===== config.mk =====
export PLATFORM = sky130hd
export DESIGN_NAME = ps2_keyboard_flat
export DESIGN_NICKNAME = d
export VERILOG_FILES = /design/src/rtl/ps2_keyboard_pkg.sv /design/src/rtl/ps2_keyboard_if.sv /design/src/rtl/ps2_keyboard_rx.sv /design/src/rtl/ps2_keyboard.sv /design/src/flat_wrapper.sv
export SDC_FILE = /design/constraint.sdc
export NUM_CORES = 1
export LEC_CHECK = 0
export CAP_MARGIN = 20
export CELL_PAD_IN_SITES_DETAIL_PLACEMENT = 1
export CELL_PAD_IN_SITES_GLOBAL_PLACEMENT = 1
export CORE_UTILIZATION = 50
export CTS_CLUSTER_DIAMETER = 100
export DETAILED_ROUTE_END_ITERATION = 12
export HOLD_SLACK_MARGIN = 0.15
export MAX_ROUTING_LAYER = met4
export PLACE_DENSITY_LB_ADDON = 0.1
export SYNTH_ARGS = -nofsm -noshare
export SYNTH_HDL_FRONTEND = slang
export SYNTH_SLANG_ARGS = --single-unit

===== constraint.sdc =====
create_clock -name clk_in -period 6.3 [get_ports clk_in]
set_input_delay 0.945 -clock clk_in [delete_from_list [all_inputs] [get_ports clk_in]]
set_output_delay 0.945 -clock clk_in [all_outputs]
set_load 0.03 [all_outputs]

===== src/rtl/ps2_keyboard_pkg.sv =====
// Shared constants and types for the PS/2 keyboard peripheral:
// register indices, STATUS bit positions and the receiver state encoding.
package kbd_pkg;

    localparam logic [1:0] KBD_REG_STATUS = 2'd0;
    localparam logic [1:0] KBD_REG_DATA   = 2'd1;
    localparam logic [1:0] KBD_REG_POP    = 2'd2;
    localparam logic [1:0] KBD_REG_CTRL   = 2'd3;

    localparam int KBD_STAT_NOT_EMPTY = 0;
    localparam int KBD_STAT_FULL      = 1;
    localparam int KBD_STAT_OVF       = 2;
    localparam int KBD_STAT_PERR      = 3;
    localparam int KBD_STAT_FERR      = 4;
    localparam int KBD_STAT_COUNT_LSB = 8;

    // CTRL bit that enables the interrupt output when PS2_KBD_IRQ_EN is defined
    localparam int KBD_CTRL_IRQ_EN = 8;

    typedef enum logic [1:0] {
        IDLE   = 2'd0,
        DATA   = 2'd1,
        PARITY = 2'd2,
        STOP   = 2'd3
    } rx_state_e;

endpackage


===== src/rtl/ps2_keyboard_if.sv =====
// CPU-side memory-mapped bus between the memory controller and the keyboard
// peripheral; signal names follow the controller's keyboard_* ports.
interface ps2_keyboard_if;
    logic [31:0] addr_in;
    logic [31:0] data_in;
    logic [3:0]  write_enable_in;
    logic [31:0] data_out;

    modport master (output addr_in, output data_in, output write_enable_in, input data_out);
    modport slave  (input addr_in, input data_in, input write_enable_in, output data_out);
endinterface


===== src/rtl/ps2_keyboard_rx.sv =====
// PS/2 frame receiver: synchronizes and debounces the raw lines, decodes
// 11-bit frames on falling clock edges and aborts stalled frames.
module ps2_rx
    import kbd_pkg::*;
#(
    parameter int FILTER_CYCLES  = 8,
    parameter int TIMEOUT_CYCLES = 50000
) (
    input  logic       clk_in,
    input  logic       rst_in,
    input  logic       ps2_clk_in,
    input  logic       ps2_data_in,
    output logic [7:0] byte_o,
    output logic       byte_valid_o,
    output logic       parity_err_pulse_o,
    output logic       frame_err_pulse_o
);

    localparam int FW = $clog2(FILTER_CYCLES + 1);
    localparam int TW = $clog2(TIMEOUT_CYCLES + 1);

    logic [1:0] raw_lines;
    logic [1:0] filt_lines;
    assign raw_lines = {ps2_data_in, ps2_clk_in};

    // Bit 0 is the PS/2 clock, bit 1 the data; both get identical delay so
    // their relative timing is preserved.
    genvar gi;
    generate
        for (gi = 0; gi < 2; gi++) begin : g_cond
            logic [1:0]    sync_q;
            logic [FW-1:0] stable_cnt_q;
            logic          filt_q;

            always_ff @(posedge clk_in or posedge rst_in) begin
                if (rst_in) begin
                    sync_q       <= 2'b11;
                    stable_cnt_q <= '0;
                    filt_q       <= 1'b1;
                end else begin
                    sync_q <= {sync_q[0], raw_lines[gi]};
                    if (sync_q[1] == filt_q) begin
                        stable_cnt_q <= '0;
                    end else if (stable_cnt_q == FW'(FILTER_CYCLES - 1)) begin
                        filt_q       <= sync_q[1];
                        stable_cnt_q <= '0;
                    end else begin
                        stable_cnt_q <= stable_cnt_q + 1'b1;
                    end
                end
            end

            assign filt_lines[gi] = filt_q;
        end
    endgenerate

    logic clk_prev_q;
    logic fall_edge;
    logic data_bit;

    assign fall_edge = clk_prev_q & ~filt_lines[0];
    assign data_bit  = filt_lines[1];

    rx_state_e     state_q, state_d;
    logic [2:0]    bit_cnt_q, bit_cnt_d;
    logic [7:0]    shift_q, shift_d;
    logic          parity_q, parity_d;
    logic [TW-1:0] idle_cnt_q, idle_cnt_d;

    always_ff @(posedge clk_in or posedge rst_in) begin
        if (rst_in) begin
            clk_prev_q <= 1'b1;
            state_q    <= IDLE;
            bit_cnt_q  <= '0;
            shift_q    <= '0;
            parity_q   <= 1'b0;
            idle_cnt_q <= '0;
        end else begin
            clk_prev_q <= filt_lines[0];
            state_q    <= state_d;
            bit_cnt_q  <= bit_cnt_d;
            shift_q    <= shift_d;
            parity_q   <= parity_d;
            idle_cnt_q <= idle_cnt_d;
        end
    end

    always_comb begin
        state_d            = state_q;
        bit_cnt_d          = bit_cnt_q;
        shift_d            = shift_q;
        parity_d           = parity_q;
        byte_valid_o       = 1'b0;
        parity_err_pulse_o = 1'b0;
        frame_err_pulse_o  = 1'b0;

        if (state_q == IDLE || fall_edge) begin
            idle_cnt_d = '0;
        end else begin
            idle_cnt_d = idle_cnt_q + 1'b1;
        end

        if (fall_edge) begin
            unique case (state_q)
                IDLE: begin
                    if (!data_bit) begin
                        state_d   = DATA;
                        bit_cnt_d = '0;
                    end
                end
                DATA: begin
                    shift_d   = {data_bit, shift_q[7:1]};
                    bit_cnt_d = bit_cnt_q + 1'b1;
                    if (bit_cnt_q == 3'd7) begin
                        state_d = PARITY;
                    end
                end
                PARITY: begin
                    parity_d = data_bit;
                    state_d  = STOP;
                end
                STOP: begin
                    state_d = IDLE;
                    // A bad stop bit is reported as a framing error even if parity is also wrong.
                    if (!data_bit) begin
                        frame_err_pulse_o = 1'b1;
                    end else if (^{shift_q, parity_q}) begin
                        byte_valid_o = 1'b1;
                    end else begin
                        parity_err_pulse_o = 1'b1;
                    end
                end
                default: state_d = IDLE;
            endcase
        end else if (state_q != IDLE && idle_cnt_q == TW'(TIMEOUT_CYCLES - 1)) begin
            state_d = IDLE;
        end
    end

    assign byte_o = shift_q;

endmodule


===== src/rtl/ps2_keyboard.sv =====
// Memory-mapped PS/2 keyboard: scan-code FIFO plus STATUS/DATA/POP/CTRL registers.
// Define PS2_KBD_IRQ_EN to add the irq_out port and the CTRL interrupt-enable bit.
module ps2_keyboard
    import kbd_pkg::*;
#(
    parameter int FIFO_DEPTH     = 16,
    parameter int FILTER_CYCLES  = 8,
    parameter int TIMEOUT_CYCLES = 50000
) (
    input  logic           clk_in,
    input  logic           rst_in,
    input  logic           ps2_clk_in,
    input  logic           ps2_data_in,
    ps2_keyboard_if.slave  bus
`ifdef PS2_KBD_IRQ_EN
    ,
    output logic           irq_out
`endif
);

    localparam int AW = $clog2(FIFO_DEPTH);

    logic [7:0] rx_byte;
    logic       rx_valid;
    logic       rx_perr;
    logic       rx_ferr;

    ps2_rx #(
        .FILTER_CYCLES (FILTER_CYCLES),
        .TIMEOUT_CYCLES(TIMEOUT_CYCLES)
    ) u_rx (
        .clk_in            (clk_in),
        .rst_in            (rst_in),
        .ps2_clk_in        (ps2_clk_in),
        .ps2_data_in       (ps2_data_in),
        .byte_o            (rx_byte),
        .byte_valid_o      (rx_valid),
        .parity_err_pulse_o(rx_perr),
        .frame_err_pulse_o (rx_ferr)
    );

    logic [7:0]    mem_q [FIFO_DEPTH];
    logic [AW-1:0] wr_ptr_q, rd_ptr_q;
    logic [AW:0]   count_q;
    logic          ovf_q, perr_q, ferr_q;
    logic [31:0]   data_out_q, data_out_d;

    logic       is_write;
    logic [1:0] reg_sel;
    logic       empty, full;
    logic       pop, push, ovf_set;
    logic [2:0] flag_clr;

    assign is_write = |bus.write_enable_in;
    assign reg_sel  = bus.addr_in[3:2];
    assign empty    = (count_q == '0);
    assign full     = (count_q == (AW+1)'(FIFO_DEPTH));

    // Popping frees a slot this same cycle, so a push into a full FIFO still lands.
    assign pop      = is_write && (reg_sel == KBD_REG_POP) && !empty;
    assign push     = rx_valid && (!full || pop);
    assign ovf_set  = rx_valid && full && !pop;
    assign flag_clr = (is_write && reg_sel == KBD_REG_CTRL) ? bus.data_in[2:0] : 3'b000;

    always_ff @(posedge clk_in) begin
        if (push) begin
            mem_q[wr_ptr_q] <= rx_byte;
        end
    end

    always_ff @(posedge clk_in or posedge rst_in) begin
        if (rst_in) begin
            wr_ptr_q   <= '0;
            rd_ptr_q   <= '0;
            count_q    <= '0;
            ovf_q      <= 1'b0;
            perr_q     <= 1'b0;
            ferr_q     <= 1'b0;
            data_out_q <= '0;
        end else begin
            if (push) begin
                wr_ptr_q <= wr_ptr_q + 1'b1;
            end
            if (pop) begin
                rd_ptr_q <= rd_ptr_q + 1'b1;
            end
            count_q    <= count_q + (AW+1)'(push) - (AW+1)'(pop);
            // Setting wins over a simultaneous clear so no event is lost.
            ovf_q      <= ovf_set | (ovf_q  & ~flag_clr[0]);
            perr_q     <= rx_perr | (perr_q & ~flag_clr[1]);
            ferr_q     <= rx_ferr | (ferr_q & ~flag_clr[2]);
            data_out_q <= data_out_d;
        end
    end

`ifdef PS2_KBD_IRQ_EN
    logic irq_en_q;
    logic irq_q;

    always_ff @(posedge clk_in or posedge rst_in) begin
        if (rst_in) begin
            irq_en_q <= 1'b0;
            irq_q    <= 1'b0;
        end else begin
            if (is_write && reg_sel == KBD_REG_CTRL) begin
                irq_en_q <= bus.data_in[KBD_CTRL_IRQ_EN];
            end
            irq_q <= irq_en_q & (!empty | ovf_q);
        end
    end

    assign irq_out = irq_q;
`endif

    always_comb begin
        data_out_d = '0;
        unique case (reg_sel)
            KBD_REG_STATUS: begin
                data_out_d[KBD_STAT_NOT_EMPTY] = !empty;
                data_out_d[KBD_STAT_FULL]      = full;
                data_out_d[KBD_STAT_OVF]       = ovf_q;
                data_out_d[KBD_STAT_PERR]      = perr_q;
                data_out_d[KBD_STAT_FERR]      = ferr_q;
                data_out_d[KBD_STAT_COUNT_LSB +: 8] = 8'(count_q);
            end
            KBD_REG_DATA: begin
                if (!empty) begin
                    data_out_d[7:0] = mem_q[rd_ptr_q];
                end
            end
            KBD_REG_CTRL: begin
`ifdef PS2_KBD_IRQ_EN
                data_out_d[KBD_CTRL_IRQ_EN] = irq_en_q;
`endif
            end
            default: data_out_d = '0;
        endcase
    end

    assign bus.data_out = data_out_q;

    // Only addr[3:2] and a few CTRL bits are decoded.
    logic unused_bus_bits;
    assign unused_bus_bits = ^{bus.addr_in[31:4], bus.addr_in[1:0], bus.data_in[31:3]};

endmodule


===== src/flat_wrapper.sv =====
// flat-port wrapper written by rule: the top's interface ports become plain ports
module ps2_keyboard_flat import kbd_pkg::*;
#(
    parameter int FIFO_DEPTH     = 16,
    parameter int FILTER_CYCLES  = 8,
    parameter int TIMEOUT_CYCLES = 50000
)
  (clk_in, rst_in, ps2_clk_in, ps2_data_in, bus_addr_in, bus_data_in, bus_write_enable_in, bus_data_out);
  ps2_keyboard_if bus_i ();
  input  logic clk_in;
  input  logic rst_in;
  input  logic ps2_clk_in;
  input  logic ps2_data_in;
  input wire logic [$bits(bus_i.addr_in)-1:0] bus_addr_in;
  input wire logic [$bits(bus_i.data_in)-1:0] bus_data_in;
  input wire logic [$bits(bus_i.write_enable_in)-1:0] bus_write_enable_in;
  output wire logic [$bits(bus_i.data_out)-1:0] bus_data_out;
  assign bus_i.addr_in = bus_addr_in;
  assign bus_i.data_in = bus_data_in;
  assign bus_i.write_enable_in = bus_write_enable_in;
  assign bus_data_out = bus_i.data_out;
  ps2_keyboard #(.FIFO_DEPTH(FIFO_DEPTH), .FILTER_CYCLES(FILTER_CYCLES), .TIMEOUT_CYCLES(TIMEOUT_CYCLES)) u_core (.clk_in(clk_in), .rst_in(rst_in), .ps2_clk_in(ps2_clk_in), .ps2_data_in(ps2_data_in), .bus(bus_i));
endmodule

==> Flow_metrics.wiki <==
{| class="wikitable"
! Metric !! Value
|-
| Max-cap check violation count || 0
|-
| Kind of path behind the tightest hold check || reg2reg
|-
| Number of buffers added to fix hold violations after cts || 0
|-
| Final antenna-violating net count || 0
|-
| Power per unit of standard cell area || between 300 and 400 mW/mm^2
|-
| Worst path top cell family by delay || simple AND/OR/NAND/NOR gates
|-
| TritonCTS clock tree || built
|-
| Cell variety after synth || 46
|-
| Pin count of the biggest net entering global routing || 75
|-
| Iter 0 DRT Violations || 272
|-
| Die X || roughly 130 um
|-
| Primary FF master, synth || sky130_fd_sc_hd__edfxtp_1
|-
| Gates resized, CTS repair || 0
|-
| Clock Sink Count || 202
|-
| Via total after detailed routing || 4373
|-
| Starting Density || 51.2%
|-
| Count of buffers from port buffering || 25
|-
| Sequential share of the synthesized area || 66.9%
|-
| Crit path cell chain || clkdlybuf4s50_1 > nor3_1 > ha_1 > inv_1 > ha_1 > fa_1 > a21oi_1 > nor2_1 > nor2_1 > xnor2_1
|-
| Area growth, synth to finish || 11.9%
|-
| Antenna violations before repair || 0
|-
| Number of diodes added for antenna fixing || 0
|-
| Cell at the root of the clock tree || sky130_fd_sc_hd__clkbuf_16
|-
| Number of remaining DRC errors || 0
|-
| Max Fclk || 298 MHz
|-
| Delay of the slowest cell on the worst path || 0.73 ns
|-
| Cell Area, Synth || 0.00853 sq mm
|-
| Gr ovfl total || 0
|-
| Number of synthesized flops with an enable pin || 128
|-
| Post-detailed-placement half-perimeter wirelength || 10600 um
|-
| Max rail drop VDD || 0.000212 V
|-
| Worst slack after detailed placement || 2.43 ns
|-
| Post-route setup TNS || 0 ns
|-
| Required @ worst endpoint || 6.71 ns
|-
| Wire length after detailed routing || 16400 um
|-
| Cts bufs inserted || 22
|-
| Slew @ Worst Pin || around 0.97 ns
|-
| Gpl congestion || 0.740
|-
| Buffer count from post-CTS setup fixing || 0
|-
| Flops & latches, synth || between 200 and 250
|-
| First-pass DRT Iterations || 4
|-
| Multi-input gate area in the final layout || about 0.0026 sq mm
|-
| RSZ-0062 raised after global routing || false
|-
| CP Max Fanout || 16
|-
| Run status || finished, final reports clean
|-
| Filler cell count in the final layout || between 1500 and 2000
|-
| First-pass GRT wire length || 26500 um
|-
| CP max-delay cell || sky130_fd_sc_hd__nor3_1
|-
| Max-slew violation count || 0
|-
| Mean area per synthesized cell || 16.0 sq um
|-
| Type of element capturing the critical path || flop
|-
| Worst path setup slack after routing || 2.94 ns
|-
| H-tree levels || 1
|-
| Crit share post-route || approximately 53%
|-
| Storage cell area || about 0.0057 sq mm
|-
| Floorplan Core Area || 0.0166 sq mm
|-
| Leakage power || 0.00360 uW
|-
| Global routing usage summed across all routing layers || 20.4%
|-
| Fraction of final layout cells sized beyond drive strength 1 || 15.0%
|-
| Worst rel slew slack || 35.3%
|-
| Fraction of registers with async set/reset || 36.6%
|-
| Die height || 133 um
|-
| Startpoint-to-endpoint class of the critical path || in2reg
|-
| Number of instances in the synthesized netlist || roughly 530
|-
| Final setup skew || 0.0169 ns
|-
| Clk pin slew, worst setup/hold paths || around 0.060 ns
|-
| Worst-Skew Late Latency || approximately 0.5 ns
|-
| Average wire per standard cell || 20.6 um
|-
| Cell Rows || 47
|-
| Maximum clock insertion buffer count || 3
|-
| Full die area || 0.0176 sq mm
|-
| Count of boundary I/O pins || 104
|-
| Data arrival time of the worst path || 3.77 ns
|-
| Final number of setup-violating endpoints || 0
|-
| Hold Violations, Final || 0
|-
| Shortest clock period the worst path allows after layout || 3.36 ns
|-
| Category of the worst setup path launch point || primary input
|-
| Number of global-route vias before repair || 4684
|-
| Yosys synthesis warning count || 0
|-
| Net total in the final layout || 656
|-
| Number of vias per cell after detailed routing || 5.47
|-
| Crit path buffers/inverters || 2
|}
## final timing paths
path / from / end / slack [ns] / cells after the start
worst max-delay path: bus_addr_in[2] / u_core.count_q[4] / 2.94 / 10
worst min register to register: u_core.u_rx.g_cond[1].sync_q[0] / u_core.u_rx.g_cond[1].sync_q[1] / 0.36 / 0
min in group asynchronous: rst_in / u_core.bus.data_out[5] / 1.07 / 3
worst min-delay path: u_core.u_rx.g_cond[1].sync_q[0] / u_core.u_rx.g_cond[1].sync_q[1] / 0.36 / 0
worst max register to register: u_core.u_rx.byte_o[1] / u_core.count_q[4] / 2.99 / 10
max in group asynchronous: rst_in / u_core.rd_ptr_q[0] / 4.57 / 3
## report_power, final
part	leakage, uW	internal [uW]	switching (uW)
combinational	0.00113	261	288
sequential	0.00217	1480	113
clock	0.000313	654	493
## registers in the layout, indices dropped and copies added (netlist names)
name                             count
u_core.mem_q                       128
u_core.u_rx.idle_cnt_q              16
u_core.u_rx.g_cond.stable_cnt_q      8
u_core.ovf_q                         1
u_core.u_rx.state_q                  2
u_core.wr_ptr_q                      4
u_core.u_rx.g_cond.filt_q            1
u_core.u_rx.clk_prev_q               1
u_core.rd_ptr_q                      4
u_core.u_rx.parity_q                 1
u_core.u_rx.g_cond.sync_q            4
u_core.u_rx.bit_cnt_q                3
u_core.u_rx.byte_o                   8
u_core.u_rx.data_bit                 1
u_core.count_q                       5
u_core.bus.data_out                 13
u_core.perr_q                        1
u_core.ferr_q                        1
## worst register-to-register path: cells and delay by family, from the launching register on
| kind | cells | cell delay (ns) |
|---|---|---|
| adder cells (fa/ha/maj) | 2 | 0.71 |
| AND/OR/NAND/NOR | 3 | 0.55 |
| AO/OA/AOI/OAI | 1 | 0.18 |
| XOR/XNOR | 4 | 1.04 |
| flip-flops | 1 | 0.75 |
## layer usage
| layer | global-route usage [%] | part of all wire, % |
|---|---|---|
| met4 | 3.90 | 1.0 |
| met3 | 3.26 | 3.7 |
| met2 | 34.0 | 51 |
| met5 | - | 0 |
| met1 | 26.8 | 44 |
## layout by cell type (no fill, tap or decap), types with 8 or more instances in the layout
| master | synthesis | final |
|---|---|---|
| sky130_fd_sc_hd__and3_1 | 15 | 15 |
| sky130_fd_sc_hd__mux4_1 | 8 | 8 |
| sky130_fd_sc_hd__edfxtp_1 | 128 | 128 |
| sky130_fd_sc_hd__nor3_1 | 15 | 14 |
| sky130_fd_sc_hd__mux4_2 | 28 | 28 |
| sky130_fd_sc_hd__mux2_2 | 14 | 14 |
| sky130_fd_sc_hd__o21ai_0 | 11 | 11 |
| sky130_fd_sc_hd__xnor2_1 | 20 | 20 |
| sky130_fd_sc_hd__a21oi_1 | 10 | 10 |
| sky130_fd_sc_hd__xor2_1 | 10 | 10 |
| sky130_fd_sc_hd__nor2_1 | 33 | 33 |
| sky130_fd_sc_hd__nor2b_1 | 9 | 9 |
| sky130_fd_sc_hd__inv_1 | 15 | 14 |
| sky130_fd_sc_hd__nand3_1 | 11 | 11 |
| sky130_fd_sc_hd__ha_1 | 20 | 20 |
| sky130_fd_sc_hd__clkbuf_16 | 0 | 22 |
| sky130_fd_sc_hd__conb_1 | 1 | 19 |
| sky130_fd_sc_hd__clkbuf_1 | 9 | 11 |
| sky130_fd_sc_hd__nand2_1 | 27 | 27 |
| sky130_fd_sc_hd__clkdlybuf4s50_1 | 0 | 25 |
| sky130_fd_sc_hd__dfrtp_1 | 67 | 66 |
## final cells by class
cell class	instances	share of cell area (%)
well taps	220	2.88
repair buffers	29	3.07
multi-input cells	293	27.0
inverters	15	0.603
flip-flops and latches	202	59.8
clock buffers	33	6.20
clock inverters	7	0.511
## cell usage after synthesis (3+ instances only)
master,instances,share of area (%)
sky130_fd_sc_hd__clkbuf_1,9,0.40
sky130_fd_sc_hd__a32o_1,3,0.35
sky130_fd_sc_hd__dfstp_2,7,2.2
sky130_fd_sc_hd__ha_1,20,2.9
sky130_fd_sc_hd__or3_1,3,0.22
sky130_fd_sc_hd__mux4_2,28,7.4
sky130_fd_sc_hd__xnor2_1,20,2.1
sky130_fd_sc_hd__and4_1,3,0.31
sky130_fd_sc_hd__xor2_1,10,1.0
sky130_fd_sc_hd__edfxtp_1,128,45
sky130_fd_sc_hd__mux4_1,8,2.5
sky130_fd_sc_hd__a211oi_1,7,0.62
sky130_fd_sc_hd__nor3_1,15,0.88
sky130_fd_sc_hd__mux2i_1,7,0.82
sky130_fd_sc_hd__mux2_2,14,1.8
sky130_fd_sc_hd__buf_4,22,1.9
sky130_fd_sc_hd__buf_2,5,0.29
sky130_fd_sc_hd__nor2b_1,9,0.66
sky130_fd_sc_hd__a21oi_1,10,0.59
sky130_fd_sc_hd__nor2_1,33,1.5
sky130_fd_sc_hd__nand3_1,11,0.65
sky130_fd_sc_hd__nand2_1,27,1.2
sky130_fd_sc_hd__o21ai_0,11,0.65
sky130_fd_sc_hd__inv_1,15,0.66
sky130_fd_sc_hd__nand4_1,5,0.37
sky130_fd_sc_hd__dfrtp_1,67,20
sky130_fd_sc_hd__and3_1,15,1.1
sky130_fd_sc_hd__buf_1,3,0.13
## per-stage QoR
step           hold WS (ns)  utilization, %  cells  power [uW]  instance area (sq um)
5_1_grt               0.361            57.3    799        3440                   9540
3_3_place_gp          0.347            53.4    758        2150                   8880
3_5_place_dp          0.350            53.4    758        2170                   8880
2_1_floorplan         0.345               -    551        2050                   8590
4_1_cts               0.355            57.2    798        3320                   9520
6_report              0.355            57.3    799        3290                   9540
## logic make-up (layout without fill, tap and decap cells)
family / after synthesis / in the layout / share of synthesized area, %
xor gates and xnor gates: 32 / 32 / 3.54
AOI/OAI and AO/OA: 36 / 36 / 2.61
DFF: 202 / 202 / 66.9
and+or+nand+nor: 128 / 128 / 7.43
buffers and inverters: 56 / 84 / 3.79
muxes: 57 / 57 / 12.5
adders and majority gates: 21 / 21 / 3.17
other: 1 / 19 / 0.0440
Note: power is estimated with default switching activity, not from simulation.
